File: src/rtl/sub_16bit_seq_pkg.sv
// ============================================================================
// Module  : sub_16bit_seq_pkg
// Brief   : Shared FSM encoding and widths for the nibble-serial subtractor.
// Revision: 1.0
// ============================================================================
`default_nettype none

package sub_16bit_seq_pkg;

  localparam int NIBBLE_W  = 4;
  localparam int DEF_WIDTH = 16;

  typedef enum logic [1:0] {
    ST_IDLE = 2'd0,
    ST_CALC = 2'd1,
    ST_DONE = 2'd2
  } state_t;

endpackage

`default_nettype wire

File: src/rtl/full_adder.sv
// ============================================================================
// Module  : full_adder
// Brief   : Single-bit full-adder cell.
// Revision: 1.0
// ============================================================================
`default_nettype none

module full_adder (
  input  logic i_a,
  input  logic i_b,
  input  logic i_cin,
  output logic o_s,
  output logic o_cout
);

  logic w_p;

  assign w_p    = i_a ^ i_b;
  assign o_s    = w_p ^ i_cin;
  assign o_cout = (i_a & i_b) | (i_cin & w_p);

endmodule

`default_nettype wire

File: src/rtl/sub_4bit_step.sv
// ============================================================================
// Module  : sub_4bit_step
// Brief   : One nibble step of A + ~B + cin, rippled through full-adder cells.
// Revision: 1.0
// ============================================================================
`default_nettype none

module sub_4bit_step
  import sub_16bit_seq_pkg::*;
(
  input  logic [NIBBLE_W-1:0] a,
  input  logic [NIBBLE_W-1:0] b_inv,
  input  logic                cin,
  output logic [NIBBLE_W-1:0] s,
  output logic                cout
);

  logic [NIBBLE_W:0] w_c;

  assign w_c[0] = cin;

  generate
    for (genvar gi = 0; gi < NIBBLE_W; gi++) begin : g_bit
      full_adder u_fa (
        .i_a    (a[gi]),
        .i_b    (b_inv[gi]),
        .i_cin  (w_c[gi]),
        .o_s    (s[gi]),
        .o_cout (w_c[gi+1])
      );
    end
  endgenerate

  assign cout = w_c[NIBBLE_W];

endmodule

`default_nettype wire

File: src/rtl/sub_16bit_seq.sv
// ============================================================================
// Module  : sub_16bit_seq
// Brief   : Multi-cycle D = A - B, one nibble per clock LSB first, with flags.
// Revision: 1.0
// ============================================================================
`default_nettype none

module sub_16bit_seq
  import sub_16bit_seq_pkg::*;
#(
  parameter int WIDTH = DEF_WIDTH
) (
  input  logic             clk,
  input  logic             rst,
  input  logic             in_valid,
  output logic             in_ready,
  input  logic [WIDTH-1:0] A,
  input  logic [WIDTH-1:0] B,
  output logic             out_valid,
  input  logic             out_ready,
  output logic [WIDTH-1:0] D,
  output logic             borrow,
  output logic             zero,
  output logic             neg,
  output logic             ovf
);

  localparam int NSTEP = WIDTH / NIBBLE_W;
  localparam int CNT_W = (NSTEP > 1) ? $clog2(NSTEP) : 1;
  localparam logic [CNT_W-1:0] LAST_CNT = CNT_W'(NSTEP - 1);

  state_t              r_state;
  state_t              w_state_nxt;
  logic [CNT_W-1:0]    r_cnt;
  logic                r_carry;
  logic [WIDTH-1:0]    r_a;
  logic [WIDTH-1:0]    r_b_inv;
  logic [WIDTH-1:0]    r_d;
  logic                r_borrow;
  logic                r_zero;
  logic                r_neg;
  logic                r_ovf;

  logic [NIBBLE_W-1:0] w_a_nib;
  logic [NIBBLE_W-1:0] w_b_nib;
  logic [NIBBLE_W-1:0] w_sum;
  logic                w_cout;
  logic [WIDTH-1:0]    w_d_nxt;
  logic                w_accept;
  logic                w_last;

  // Select the active nibble and build D with that nibble replaced by the step sum.
  always_comb begin
    w_a_nib = '0;
    w_b_nib = '0;
    w_d_nxt = r_d;
    for (int i = 0; i < NSTEP; i++) begin
      if (r_cnt == CNT_W'(i)) begin
        w_a_nib = r_a[i*NIBBLE_W +: NIBBLE_W];
        w_b_nib = r_b_inv[i*NIBBLE_W +: NIBBLE_W];
        w_d_nxt[i*NIBBLE_W +: NIBBLE_W] = w_sum;
      end
    end
  end

  sub_4bit_step u_step (
    .a     (w_a_nib),
    .b_inv (w_b_nib),
    .cin   (r_carry),
    .s     (w_sum),
    .cout  (w_cout)
  );

  assign w_accept = in_valid && (r_state == ST_IDLE);
  assign w_last   = (r_state == ST_CALC) && (r_cnt == LAST_CNT);

  always_ff @(posedge clk or posedge rst) begin
    if (rst) begin
      r_state <= ST_IDLE;
    end else begin
      r_state <= w_state_nxt;
    end
  end

  always_comb begin
    w_state_nxt = r_state;
    in_ready    = 1'b0;
    out_valid   = 1'b0;
    case (r_state)
      ST_IDLE: begin
        in_ready = 1'b1;
        if (in_valid) w_state_nxt = ST_CALC;
      end
      ST_CALC: begin
        if (r_cnt == LAST_CNT) w_state_nxt = ST_DONE;
      end
      ST_DONE: begin
        out_valid = 1'b1;
        if (out_ready) w_state_nxt = ST_IDLE;
      end
      default: w_state_nxt = ST_IDLE;
    endcase
  end

  always_ff @(posedge clk or posedge rst) begin
    if (rst) begin
      r_cnt    <= '0;
      r_carry  <= 1'b1;
      r_a      <= '0;
      r_b_inv  <= '0;
      r_d      <= '0;
      r_borrow <= 1'b0;
      r_zero   <= 1'b0;
      r_neg    <= 1'b0;
      r_ovf    <= 1'b0;
    end else if (w_accept) begin
      r_a      <= A;
      r_b_inv  <= ~B;
      r_carry  <= 1'b1;
      r_cnt    <= '0;
      r_d      <= '0;
      r_borrow <= 1'b0;
      r_zero   <= 1'b0;
      r_neg    <= 1'b0;
      r_ovf    <= 1'b0;
    end else if (r_state == ST_CALC) begin
      r_d     <= w_d_nxt;
      r_carry <= w_cout;
      r_cnt   <= w_last ? '0 : r_cnt + CNT_W'(1);
      if (w_last) begin
        // B's sign is recovered from the stored inverted operand.
        r_borrow <= ~w_cout;
        r_zero   <= (w_d_nxt == '0);
        r_neg    <= w_d_nxt[WIDTH-1];
        r_ovf    <= (r_a[WIDTH-1] == r_b_inv[WIDTH-1]) &&
                    (w_d_nxt[WIDTH-1] != r_a[WIDTH-1]);
      end
    end
  end

  assign D      = r_d;
  assign borrow = r_borrow;
  assign zero   = r_zero;
  assign neg    = r_neg;
  assign ovf    = r_ovf;

endmodule

`default_nettype wire

File: config.mk
export PLATFORM = sky130hd
export DESIGN_NAME = sub_16bit_seq
export DESIGN_NICKNAME = d
export VERILOG_FILES = /design/src/rtl/sub_16bit_seq_pkg.sv /design/src/rtl/full_adder.sv /design/src/rtl/sub_4bit_step.sv /design/src/rtl/sub_16bit_seq.sv
export SDC_FILE = /design/constraint.sdc
export NUM_CORES = 1
export LEC_CHECK = 0
export ABC_AREA = 1
export CAP_MARGIN = 15
export CORE_MARGIN = 2
export CORE_UTILIZATION = 45
export CTS_CLUSTER_SIZE = 14
export DETAILED_ROUTE_END_ITERATION = 10
export GPL_ROUTABILITY_DRIVEN = 1
export PLACE_DENSITY = 0.72
export SLEW_MARGIN = 15
export SYNTH_ARGS = -nofsm -noshare
export SYNTH_HDL_FRONTEND = slang
export SYNTH_SLANG_ARGS = --single-unit
File: constraint.sdc
create_clock -name clk -period 9.65 [get_ports clk]
set_input_delay 1.93 -clock clk [delete_from_list [all_inputs] [get_ports clk]]
set_output_delay 1.93 -clock clk [all_outputs]
set_load 0.03 [all_outputs]
Word-level counts from Yosys, hierarchy flattened
Index checks and enable logic that the tools add are counted.
- bits in registers: 57
- input bits: 36
- output and inout bits: 22
- logic and storage cells: 90
- add/sub/neg operators: 1
- eq/ne operators: 10
- muxes and demuxes: 37
- bitwise gates (word level): 22
- reduce and logical (&&, ||, !) cells: 10
- operators with widths (cell ; number):
    $mux 4 ; 12
    $mux 16 ; 2
    $logic_not 16->1 ; 1
    $mux 1 ; 16
    $not 16->16 ; 1
    $mux 2 ; 6
    $and 1x1->1 ; 8
    $xor 1x1->1 ; 8
    $eq 2x2->1 const B ; 3
    $ne 2x2->1 const B ; 3
    $pmux 2 s3 ; 1
    $eq 2x1->1 const B ; 2
    $logic_not 2->1 ; 2
    $or 1x1->1 ; 4
    $reduce_bool 2->1 ; 2
    $logic_and 1x1->1 ; 3
    $reduce_and 3->1 ; 1
    $add 2x1->2 const B ; 1
    $reduce_and 2->1 ; 1
    $eq 1x1->1 ; 1
    $ne 1x1->1 ; 1
    $not 1->1 ; 1

Logic depth before layout (Yosys ltp)
Gate-level depths: netlist of run 1.
- depth in word-level cells: 19
- depth in mapped cells: 19
- gate-level depth less buffers: 18

By module
A second synthesis of run 1 with hierarchy kept.
- cell total of the unflattened synthesis: 348
- area, all modules: 2816.5 um2
- by module, submodules not included (module ; instances ; cells each ; area an instance (um2) ; sequential area each (um2)):
    sub_16bit_seq ; 1 ; 344 ; 2736.4 ; 1427.6
    full_adder ; 4 ; 1 ; 20.0 ; 0.0

Least setup slack after synthesis of run 1
Ideal clock, no wire load.
- kind: reg2reg
- start: register r_cnt[1]
- end: register r_zero (netlist: zero)
- library setup time: 65 ps
- data arrival time: 3362 ps
- data required time: 9585 ps
- slack: 6223 ps
- stages on the path, launching flop included: 20
- buffers on the path: 2
- period minus slack after synthesis: 3427 ps
- path through: dfrtp_1 -> inv_1 -> ha_1 -> buf_2 -> buf_2 -> a21oi_1 -> nand2_1 -> o21ai_0 -> a21oi_1 -> fa_1 -> fa_1 -> fa_1 -> fa_1 -> nor2_1 -> nand2_1 -> nor2_1 -> nand2_1 -> nor2_1 -> nand2_1 -> nand2_1
- word-level cells in the longest chain between the ends: 18
- elaborated cells on any way between the ends: 40
- classes of those cells: eq/ne (3); mux (15); bitwise (17); reduce/logical (5)
- RTL lines (item ; line ; text):
    start: declaration ; sub_16bit_seq.sv:34 ; logic [CNT_W-1:0] r_cnt;
    start signal: assignment ; sub_16bit_seq.sv:129 ; r_cnt <= w_last ? '0 : r_cnt + CNT_W'(1);
    $logic_not 2->1 ; sub_16bit_seq.sv:58 ; if (r_cnt == CNT_W'(i)) begin
    $mux 4 (4 in a row) ; sub_16bit_seq.sv:58 ;
    $xor 1x1->1 ; full_adder.sv:18 ; assign w_p = i_a ^ i_b;
    $and 1x1->1 ; full_adder.sv:20 ; assign o_cout = (i_a & i_b) | (i_cin & w_p);
    $or 1x1->1 ; full_adder.sv:20 ;
    $and 1x1->1 ; full_adder.sv:20 ;
    $or 1x1->1 ; full_adder.sv:20 ;
    $and 1x1->1 ; full_adder.sv:20 ;
    $or 1x1->1 ; full_adder.sv:20 ;
    $xor 1x1->1 ; full_adder.sv:19 ; assign o_s = w_p ^ i_cin;
    $mux 4 ; sub_16bit_seq.sv:58 ;
    $logic_not 16->1 ; sub_16bit_seq.sv:133 ; r_zero <= (w_d_nxt == '0);
    $mux 1 ; sub_16bit_seq.sv:130 ; if (w_last) begin
    $mux 1 ; sub_16bit_seq.sv:126 ; end else if (r_state == ST_CALC) begin
    $mux 1 ; sub_16bit_seq.sv:116 ; end else if (w_accept) begin
    end signal: assignment ; sub_16bit_seq.sv:133 ;
    end: declaration ; sub_16bit_seq.sv:40 ; logic r_zero;
Several ways; a longest one is shown, not always the timed one. The select of a mux whose other input is x is not followed.
A chain may end at the register's enable or synchronous reset.

Worst setup path in the final report of run 1
- start: register r_cnt[0]
- end: register r_zero (netlist: zero)
The elaborated chain is that of the path after synthesis.

==> results of run 1 <==
flip-flops by register name, indices dropped and copies added, names as in the netlist:
signal / count
r_b_inv: 16
zero: 1
r_cnt: 2
D: 16
r_carry: 1
ovf: 1
r_state: 2
borrow: 1
r_a: 16
neg: 1
metal layers:
layer / track usage / up-vias / share of wire
met4: 0.0641 / 0 / 0.015
met3: 0.0716 / 11 / 0.061
met5: 0 / - / 0
met1: 0.260 / 1032 / 0.47
li1: - / 1110 / -
met2: 0.293 / 70 / 0.46
logic make-up after synthesis:
family	synth area share
and+or+nand+nor	0.173
AOI/OAI and AO/OA	0.142
DFF	0.508
buffers and inverters	0.0663
muxes	0.0641
adders and majority gates	0.0463
through the flow:
step / instance area (µm²) / setup WS, ps / util / hold slack [ps]
2_1_floorplan: 2810 / 6220 / - / 448
3_3_place_gp: 3370 / 5570 / 0.563 / 465
3_5_place_dp: 3370 / 5490 / 0.563 / 470
4_1_cts: 3540 / 5480 / 0.590 / 485
5_1_grt: 3540 / 5060 / 0.590 / 496
6_report: 3540 / 5460 / 0.590 / 479
power by group:
part           internal [µW]  total (µW)  switching, µW
registers                349         415           66.1
logic                    331         831            499
clock network            105         191           86.3
total                    784        1440            652
area by class of cell:
cell class,instances,area [µm²]
Sequential cell,57,1430
Fill cell,537,2450
Tap cell,75,93.8
Inverter,20,75.1
Multi-Input combinational cell,215,1200
Timing Repair Buffer,58,578
Clock buffer,14,163
worst max-delay path by stage:
stage | from | endpoint | slack (ps) | cells after the start
floorplan | r_cnt[1] | zero | 6220 | 19
global placement | r_cnt[1] | zero | 5570 | 18
detailed placement | r_cnt[0] | zero | 5490 | 16
CTS | r_cnt[0] | zero | 5480 | 16
global route | r_cnt[1] | zero | 5060 | 18
finish | r_cnt[0] | zero | 5460 | 16
worst max-delay path: cells and delay by family (launching register included):
| family | cells | cell delay, ps |
|---|---|---|
| AOI/OAI and AO/OA | 2 | 340 |
| adders and majority gates | 5 | 2250 |
| buffers and inverters | 2 | 480 |
| DFF | 1 | 400 |
| and+or+nand+nor | 7 | 640 |
synthesized netlist by cell type:
library cell	count	share of area
nor2_2	2	0.0044
o31ai_1	2	0.0053
ha_1	4	0.018
dfstp_2	1	0.0093
mux2_2	4	0.016
buf_8	1	0.0053
o221ai_1	1	0.0031
nand2_1	92	0.12
fa_1	4	0.028
mux2_4	9	0.048
o21ai_0	35	0.062
buf_2	8	0.014
dfrtp_1	56	0.50
a21oi_1	18	0.032
nand2_2	2	0.0044
o211ai_1	1	0.0027
a22oi_1	1	0.0027
inv_2	2	0.0027
inv_1	17	0.023
nor2_1	22	0.029
nand3_1	7	0.012
clkinv_1	1	0.0013
buf_6	4	0.016
clkbuf_1	3	0.0040
a22o_1	11	0.034
==> flow_metrics.env, run 1 <==
export IMPL_status="finished clean"
export IMPL_clkSlewWorstSetupHoldPaths_ps=60
export IMPL_chipWidth_um=83.1
export IMPL_initial_core_util=0.470
export IMPL_fin_nets=405
export IMPL_drtPass1Iterations=4
export IMPL_post_route_period_util=0.434
export IMPL_syn_area_um2=2810
export IMPL_crit_type="reg2reg"
export IMPL_gp_congestion=0.798
export IMPL_worstPathRequired_ps=9930
export IMPL_cts_root_buf="clkbuf_8"
export IMPL_hold_depth=2
export IMPL_h_tree_depth=3
export IMPL_end_kind="flop"
export IMPL_skew_ps=7.32
export IMPL_instances_no_fill=439
export IMPL_syn_avg_cell_area_um2=9.13
export IMPL_critPathMaxStageDelay_ps=550
export IMPL_area_growth_pct=25.7
export IMPL_finalWirelength_um=6130
export IMPL_cp_max_fo=14
export IMPL_yosysWarnings=0
export IMPL_setup_violations=0
export IMPL_arrival_ps=4470
export IMPL_power_uw=1440
export IMPL_syn_nets=352
export IMPL_synth_cells=308
export IMPL_cts_resized=0
export IMPL_routedWlPerCell_um=14.0
export IMPL_route_detailed_drc=0
export IMPL_hold_violations=0
export IMPL_dp_hpwl_um=4210
export IMPL_layout_common_cells="nand2_1, clkdlybuf4s50_1, dfrtp_1"
export IMPL_rr_startpoint="r_cnt[0]"
export IMPL_p_leak_uw=0.00167
export IMPL_ys_ff_latch=57
export IMPL_fmax_mhz=239
export IMPL_rr_endpoint="zero"
export IMPL_cts_hold_buf=0
export IMPL_grt_pass1_vias=2217
export IMPL_reg2reg_slack_ps=5460
export IMPL_clock_latency_ps=340
export IMPL_antenna_cells=0
export IMPL_drive_above_1_share=0.0907
export IMPL_pwr_density_cell_nw_per_um2=406
export IMPL_avgViaCountPerCell=5.06
export IMPL_clk_path_buf_depth=2
export IMPL_cts_sinks=57
export IMPL_ant_nets=0
export IMPL_drv_slew=0
export IMPL_synth_cell_types=25
export IMPL_fp_dieArea_um2=6900
export IMPL_cap_violations=0
export IMPL_dpl_cell_count=425
export IMPL_die_h_um=83.1
export IMPL_grt_max_degree=58
export IMPL_cts_tree="done"
export IMPL_whs_endpoint="r_b_inv[14]"
export IMPL_timing_critical_path_cells="inv_1, ha_1, inv_1, o21ai_0, a21oi_1, fa_1, fa_1, fa_1, fa_1, nor2_1, nand2_1, nor2_1, nand2_1, nor2_1, nand2_1, nand2_1"
export IMPL_tightest_slew_ps=1040
export IMPL_peakVddDrop_mv=0.199
export IMPL_pin_count=58
export IMPL_hold_path_startpoint="r_b_inv[14]"
export IMPL_rsz0062_at_grt="no"
export IMPL_post_cts_buffers=0
export IMPL_slew_headroom=0.305
export IMPL_ys_seq_area_frac=0.508
export IMPL_grt_first_pass_wirelength_um=10700
export IMPL_rows=28
export IMPL_cp_slowest_cell="fa_1"
export IMPL_final_common_cell="nand2_1"
export IMPL_tns_ps=0
export IMPL_grt_overflow=0
export IMPL_grt_antenna_before_repair=0
export IMPL_first_iter_violations=205
export IMPL_hold_class="reg2reg"
export IMPL_cts_buffers=9
export IMPL_reg2reg_depth=16
export IMPL_vias=2223
export IMPL_start_kind="flop"
export IMPL_core_um2=5990
export IMPL_period_needed_ps=4190
export IMPL_grt_usage=0.194
export IMPL_portBuffers=57
Power figures use the tool's default switching activity.
==> inputs of run 2 (changes only) <==
PLACE_DENSITY = 0.74   (was 0.72)
clock period = 3.4 ns   (was 9.65 ns; I/O delays follow)
==> flow_metrics.env, run 2 (synthesis results as in run 1) <==
export IMPL_status="finished clean"
export IMPL_final_core_util=0.623
export IMPL_peakVddDrop_mv=0.625
export IMPL_cts_buffers=9
export IMPL_final_common_cell="nand2_1"
export IMPL_vias=2338
export IMPL_portBuffers=57
export IMPL_clk_path_buf_depth=2
export IMPL_grt_pass1_vias=2284
export IMPL_skew_ps=8.51
export IMPL_grt_usage=0.198
export IMPL_filler_cell_count=523
export IMPL_layout_common_cells="nand2_1, clkdlybuf4s50_1, dfrtp_1"
export IMPL_drv_slew=0
export IMPL_grt_antenna_before_repair=0
export IMPL_fmax_mhz=302
export IMPL_die_h_um=83.1
export IMPL_slew_headroom=0.388
export IMPL_h_tree_depth=3
export IMPL_cap_violations=0
export IMPL_arrival_ps=3590
export IMPL_drtPass1Iterations=4
export IMPL_fp_dieArea_um2=6900
export IMPL_hold_violations=0
export IMPL_p_leak_uw=0.00175
export IMPL_clkSlewWorstSetupHoldPaths_ps=60
export IMPL_ff_latch_area_um2=1430
export IMPL_cts_tree="done"
export IMPL_tightest_slew_ps=917
export IMPL_reg2reg_slack_ps=90
export IMPL_core_um2=5990
export IMPL_multi_input_area_um2=1260
export IMPL_period_needed_ps=3310
export IMPL_grt_first_pass_wirelength_um=11000
export IMPL_cts_root_buf="clkbuf_8"
export IMPL_first_iter_violations=183
export IMPL_hold_class="reg2reg"
export IMPL_chipWidth_um=83.1
export IMPL_drive_above_1_share=0.174
export IMPL_route_detailed_drc=0
export IMPL_area_growth_pct=32.8
export IMPL_dp_hpwl_um=4690
export IMPL_pre_cts_slack_ps=-135
export IMPL_crit_type="reg2reg"
export IMPL_rsz0062_at_grt="yes"
export IMPL_power_uw=4410
export IMPL_ant_nets=0
export IMPL_worstPathRequired_ps=3680
export IMPL_clock_latency_ps=340
export IMPL_grt_max_degree=58
export IMPL_tns_ps=0
export IMPL_grt_overflow=0
export IMPL_gp_congestion=1.02
export IMPL_post_route_period_util=0.974
export IMPL_cts_sinks=57
export IMPL_fin_nets=418
export IMPL_initial_core_util=0.470
export IMPL_antenna_cells=0
export IMPL_pin_count=58
export IMPL_setup_slack_ps=87.7
export IMPL_setup_violations=0
export IMPL_end_kind="flop"
export IMPL_rows=28
export IMPL_routedWlPerCell_um=14.5
export IMPL_finalWirelength_um=6570
export IMPL_avgViaCountPerCell=5.15
export IMPL_pwr_density_cell_nw_per_um2=1180
export IMPL_start_kind="flop"
export IMPL_cp_max_fo=5
-- run 2: what timing repair did --
| item | CTS | global route |
|---|---|---|
| hold buffers | 0 | 0 |
| endpoints found under the setup margin | 2 | 2 |
| setup buffers | 0 | 2 |
| pin swaps | 1 | 3 |
| hold endpoints to repair | 0 | 0 |
| resized for setup | 4 | 18 |
-- run 2: worst paths after layout --
kind / start / endpoint / cells past startpoint
max reg2reg: r_cnt[0] / zero / 18
max in group asynchronous: rst / r_carry / 3
max: r_cnt[0] / zero / 18
min reg2reg: r_b_inv[13] / r_b_inv[13] / 2
min: r_b_inv[13] / r_b_inv[13] / 2
min in group asynchronous: rst / D[9] / 3
-- run 2: power breakdown --
part / total, µW / internal, µW / switching [µW]
clock network: 610 / 357 / 254
logic: 2600 / 1100 / 1500
registers: 1190 / 990 / 205
total: 4410 / 2440 / 1960
-- run 2: stage by stage --
stage / hold slack, ps / instances / instance area [µm²]
3_3_place_gp: 464 / 436 / 3470
2_1_floorplan: 448 / 308 / 2820
4_1_cts: 489 / 452 / 3670
6_report: 484 / 454 / 3730
5_1_grt: 513 / 454 / 3730
3_5_place_dp: 474 / 436 / 3470
-- run 2: routing by layer --
layer | wire, µm | part of all wire | track usage | vias up
met2 | 3080 | 0.47 | 0.307 | 74
met1 | 2990 | 0.45 | 0.270 | 1105
met3 | 414 | 0.063 | 0.0408 | 10
met5 | 0 | 0 | 0 | -
li1 | - | - | - | 1149
met4 | 83 | 0.013 | 0.0879 | 0
-- run 2: final cells by class --
type	count	share of cell area
flip-flops and latches	57	0.382
inverters	20	0.0201
repair buffers	71	0.185
well taps	75	0.0251
multi-input cells	215	0.337
clock buffers	13	0.0399
clock inverters	3	0.0107
-- run 2: worst max-delay path, stage by stage (launching register included) --
cell and delay (ps):
dfrtp_1 410, buf_6 120, ha_4 150, inv_2 70
nand2_2 70, o21ai_1 70, nand2_1 70, a21oi_1 90
fa_2 360, fa_2 340, fa_2 350, fa_2 530
nor2_2 160, nand2_2 80, nor2_1 140, nand2_1 50
nor2_1 80, nand2_1 60, nand2_1 50
==> inputs of run 3 (changes only) <==
CTS_CLUSTER_SIZE = 24   (was 14)
PLACE_DENSITY = 0.72   (was 0.74)
clock period = 4 ns   (was 3.4 ns; I/O delays follow)
==> flow_metrics.env, run 3 (synthesis results as in run 1) <==
export IMPL_first_iter_violations=182
export IMPL_h_tree_depth=3
export IMPL_clkSlewWorstSetupHoldPaths_ps=60
export IMPL_cts_root_buf="clkbuf_8"
export IMPL_rr_endpoint="zero"
export IMPL_grt_overflow=0
export IMPL_grt_usage=0.192
export IMPL_p_leak_uw=0.00172
export IMPL_pin_count=58
export IMPL_clock_latency_ps=330
export IMPL_finalWirelength_um=6220
export IMPL_cts_buffers=9
export IMPL_rr_startpoint="r_cnt[0]"
export IMPL_initial_core_util=0.470
export IMPL_fin_nets=412
export IMPL_worstPathRequired_ps=4270
export IMPL_slew_headroom=0.373
export IMPL_whs_endpoint="neg"
export IMPL_route_detailed_drc=0
export IMPL_filler_cell_count=519
export IMPL_layout_common_cells="nand2_1, clkdlybuf4s50_1, dfrtp_1"
export IMPL_arrival_ps=3940
export IMPL_grt_max_degree=58
export IMPL_core_um2=5990
export IMPL_die_h_um=83.1
export IMPL_chipWidth_um=83.1
export IMPL_gp_congestion=0.833
export IMPL_portBuffers=57
export IMPL_hold_path_startpoint="neg"
export IMPL_start_kind="flop"
export IMPL_clk_path_buf_depth=2
export IMPL_antenna_cells=0
export IMPL_avgViaCountPerCell=5.14
export IMPL_hold_depth=2
export IMPL_ff_latch_area_um2=1430
export IMPL_critPathMaxStageDelay_ps=520
export IMPL_skew_ps=6.11
export IMPL_grt_antenna_before_repair=0
export IMPL_period_needed_ps=3660
export IMPL_routedWlPerCell_um=13.9
export IMPL_grt_pass1_vias=2270
export IMPL_pwr_density_cell_nw_per_um2=981
export IMPL_rows=28
export IMPL_fmax_mhz=273
export IMPL_area_growth_pct=29.9
export IMPL_tightest_slew_ps=941
export IMPL_hold_class="reg2reg"
export IMPL_hold_violations=0
export IMPL_crit_type="reg2reg"
export IMPL_grt_first_pass_wirelength_um=10700
export IMPL_status="finished clean"
export IMPL_cp_slowest_cell="fa_1"
export IMPL_fp_dieArea_um2=6900
export IMPL_post_route_period_util=0.916
export IMPL_tns_ps=0
export IMPL_whs_ps=478
export IMPL_reg2reg_depth=16
export IMPL_vias=2303
export IMPL_drive_above_1_share=0.131
export IMPL_cp_max_fo=8
export IMPL_cap_violations=0
export IMPL_end_kind="flop"
export IMPL_reg2reg_slack_ps=340
export IMPL_multi_input_area_um2=1230
export IMPL_peakVddDrop_mv=0.533
export IMPL_cts_sinks=57
export IMPL_ant_nets=0
export IMPL_timing_critical_path_cells="inv_1, ha_4, clkinvlp_4, o21ai_0, a21oi_1, fa_1, fa_1, fa_1, fa_1, nor2_1, nand2_1, nor2_1, nand2_1, nor2_1, nand2_1, nand2_1"
export IMPL_dp_hpwl_um=4480
export IMPL_drv_slew=0
export IMPL_final_common_cell="nand2_1"
export IMPL_setup_violations=0
export IMPL_power_uw=3580
export IMPL_rsz0062_at_grt="no"
export IMPL_drtPass1Iterations=4
export IMPL_cts_tree="done"
[run 3: cell count changes in the layout (fill, tap and decap cells not counted), moves of 2 or more]
cell	previous run	this run
clkinv_2	2	5
o21ai_1	2	0
clkbuf_1	3	0
fa_2	4	0
fa_1	0	4
nand2_1	90	92
a21oi_1	16	18
inv_1	13	15
clkinvlp_4	0	2
inv_2	7	2
a21oi_2	2	0
buf_4	12	8
o21ai_0	32	35
nand2_2	4	2
[run 3: where the power goes]
group	total (µW)	switching [µW]	internal, µW
clock	523	223	300
sequential	1020	181	841
combinational	2040	1200	841
[run 3: through the flow]
stage	std cells	setup slack [ps]	instance area, µm²	util
6_report	448	338	3650	0.610
5_1_grt	448	16.7	3650	0.610
4_1_cts	446	233	3610	0.602
3_5_place_dp	430	229	3410	0.569
3_3_place_gp	430	374	3410	0.569
2_1_floorplan	308	573	2810	-
[run 3: how the worst max path moves through the flow]
stage	startpoint	end	slack (ps)
final	r_cnt[0]	zero	340
after global routing	r_cnt[1]	zero	20
after CTS	r_cnt[0]	zero	230
after detailed placement	r_cnt[0]	zero	230
after global placement	r_cnt[1]	zero	370
after floorplan	r_cnt[1]	zero	570
[run 3: per-layer routing]
| layer | part of all wire | routed length (µm) | global-route usage | vias up |
|---|---|---|---|---|
| li1 | - | - | - | 1129 |
| met1 | 0.48 | 3000 | 0.263 | 1104 |
| met2 | 0.46 | 2870 | 0.298 | 63 |
| met3 | 0.048 | 296 | 0.0547 | 7 |
| met4 | 0.0088 | 55 | 0.0551 | 0 |
| met5 | 0 | 0 | 0 | - |
[run 3: critical path: cells and delay by family, from the launching register on]
kind	cells	cell delay (ps)
fa+ha+maj	5	1920
buf+inv	2	320
compound gates	2	290
flops	1	430
simple gates	7	640
[run 3: repair_timing]
action	in CTS	in global routing
resized for setup	0	6
hold buffers	0	0
endpoints found under the setup margin	0	2
setup buffers	0	2
[run 3: final cells by class]
cell class                 count  share of cell area
clock buffer                  10              0.0377
inverter                      20              0.0219
multi-input combinational    215               0.336
clock inverter                 6              0.0158
timing repair buffer          65               0.173
tap                           75              0.0257
sequential                    57               0.391
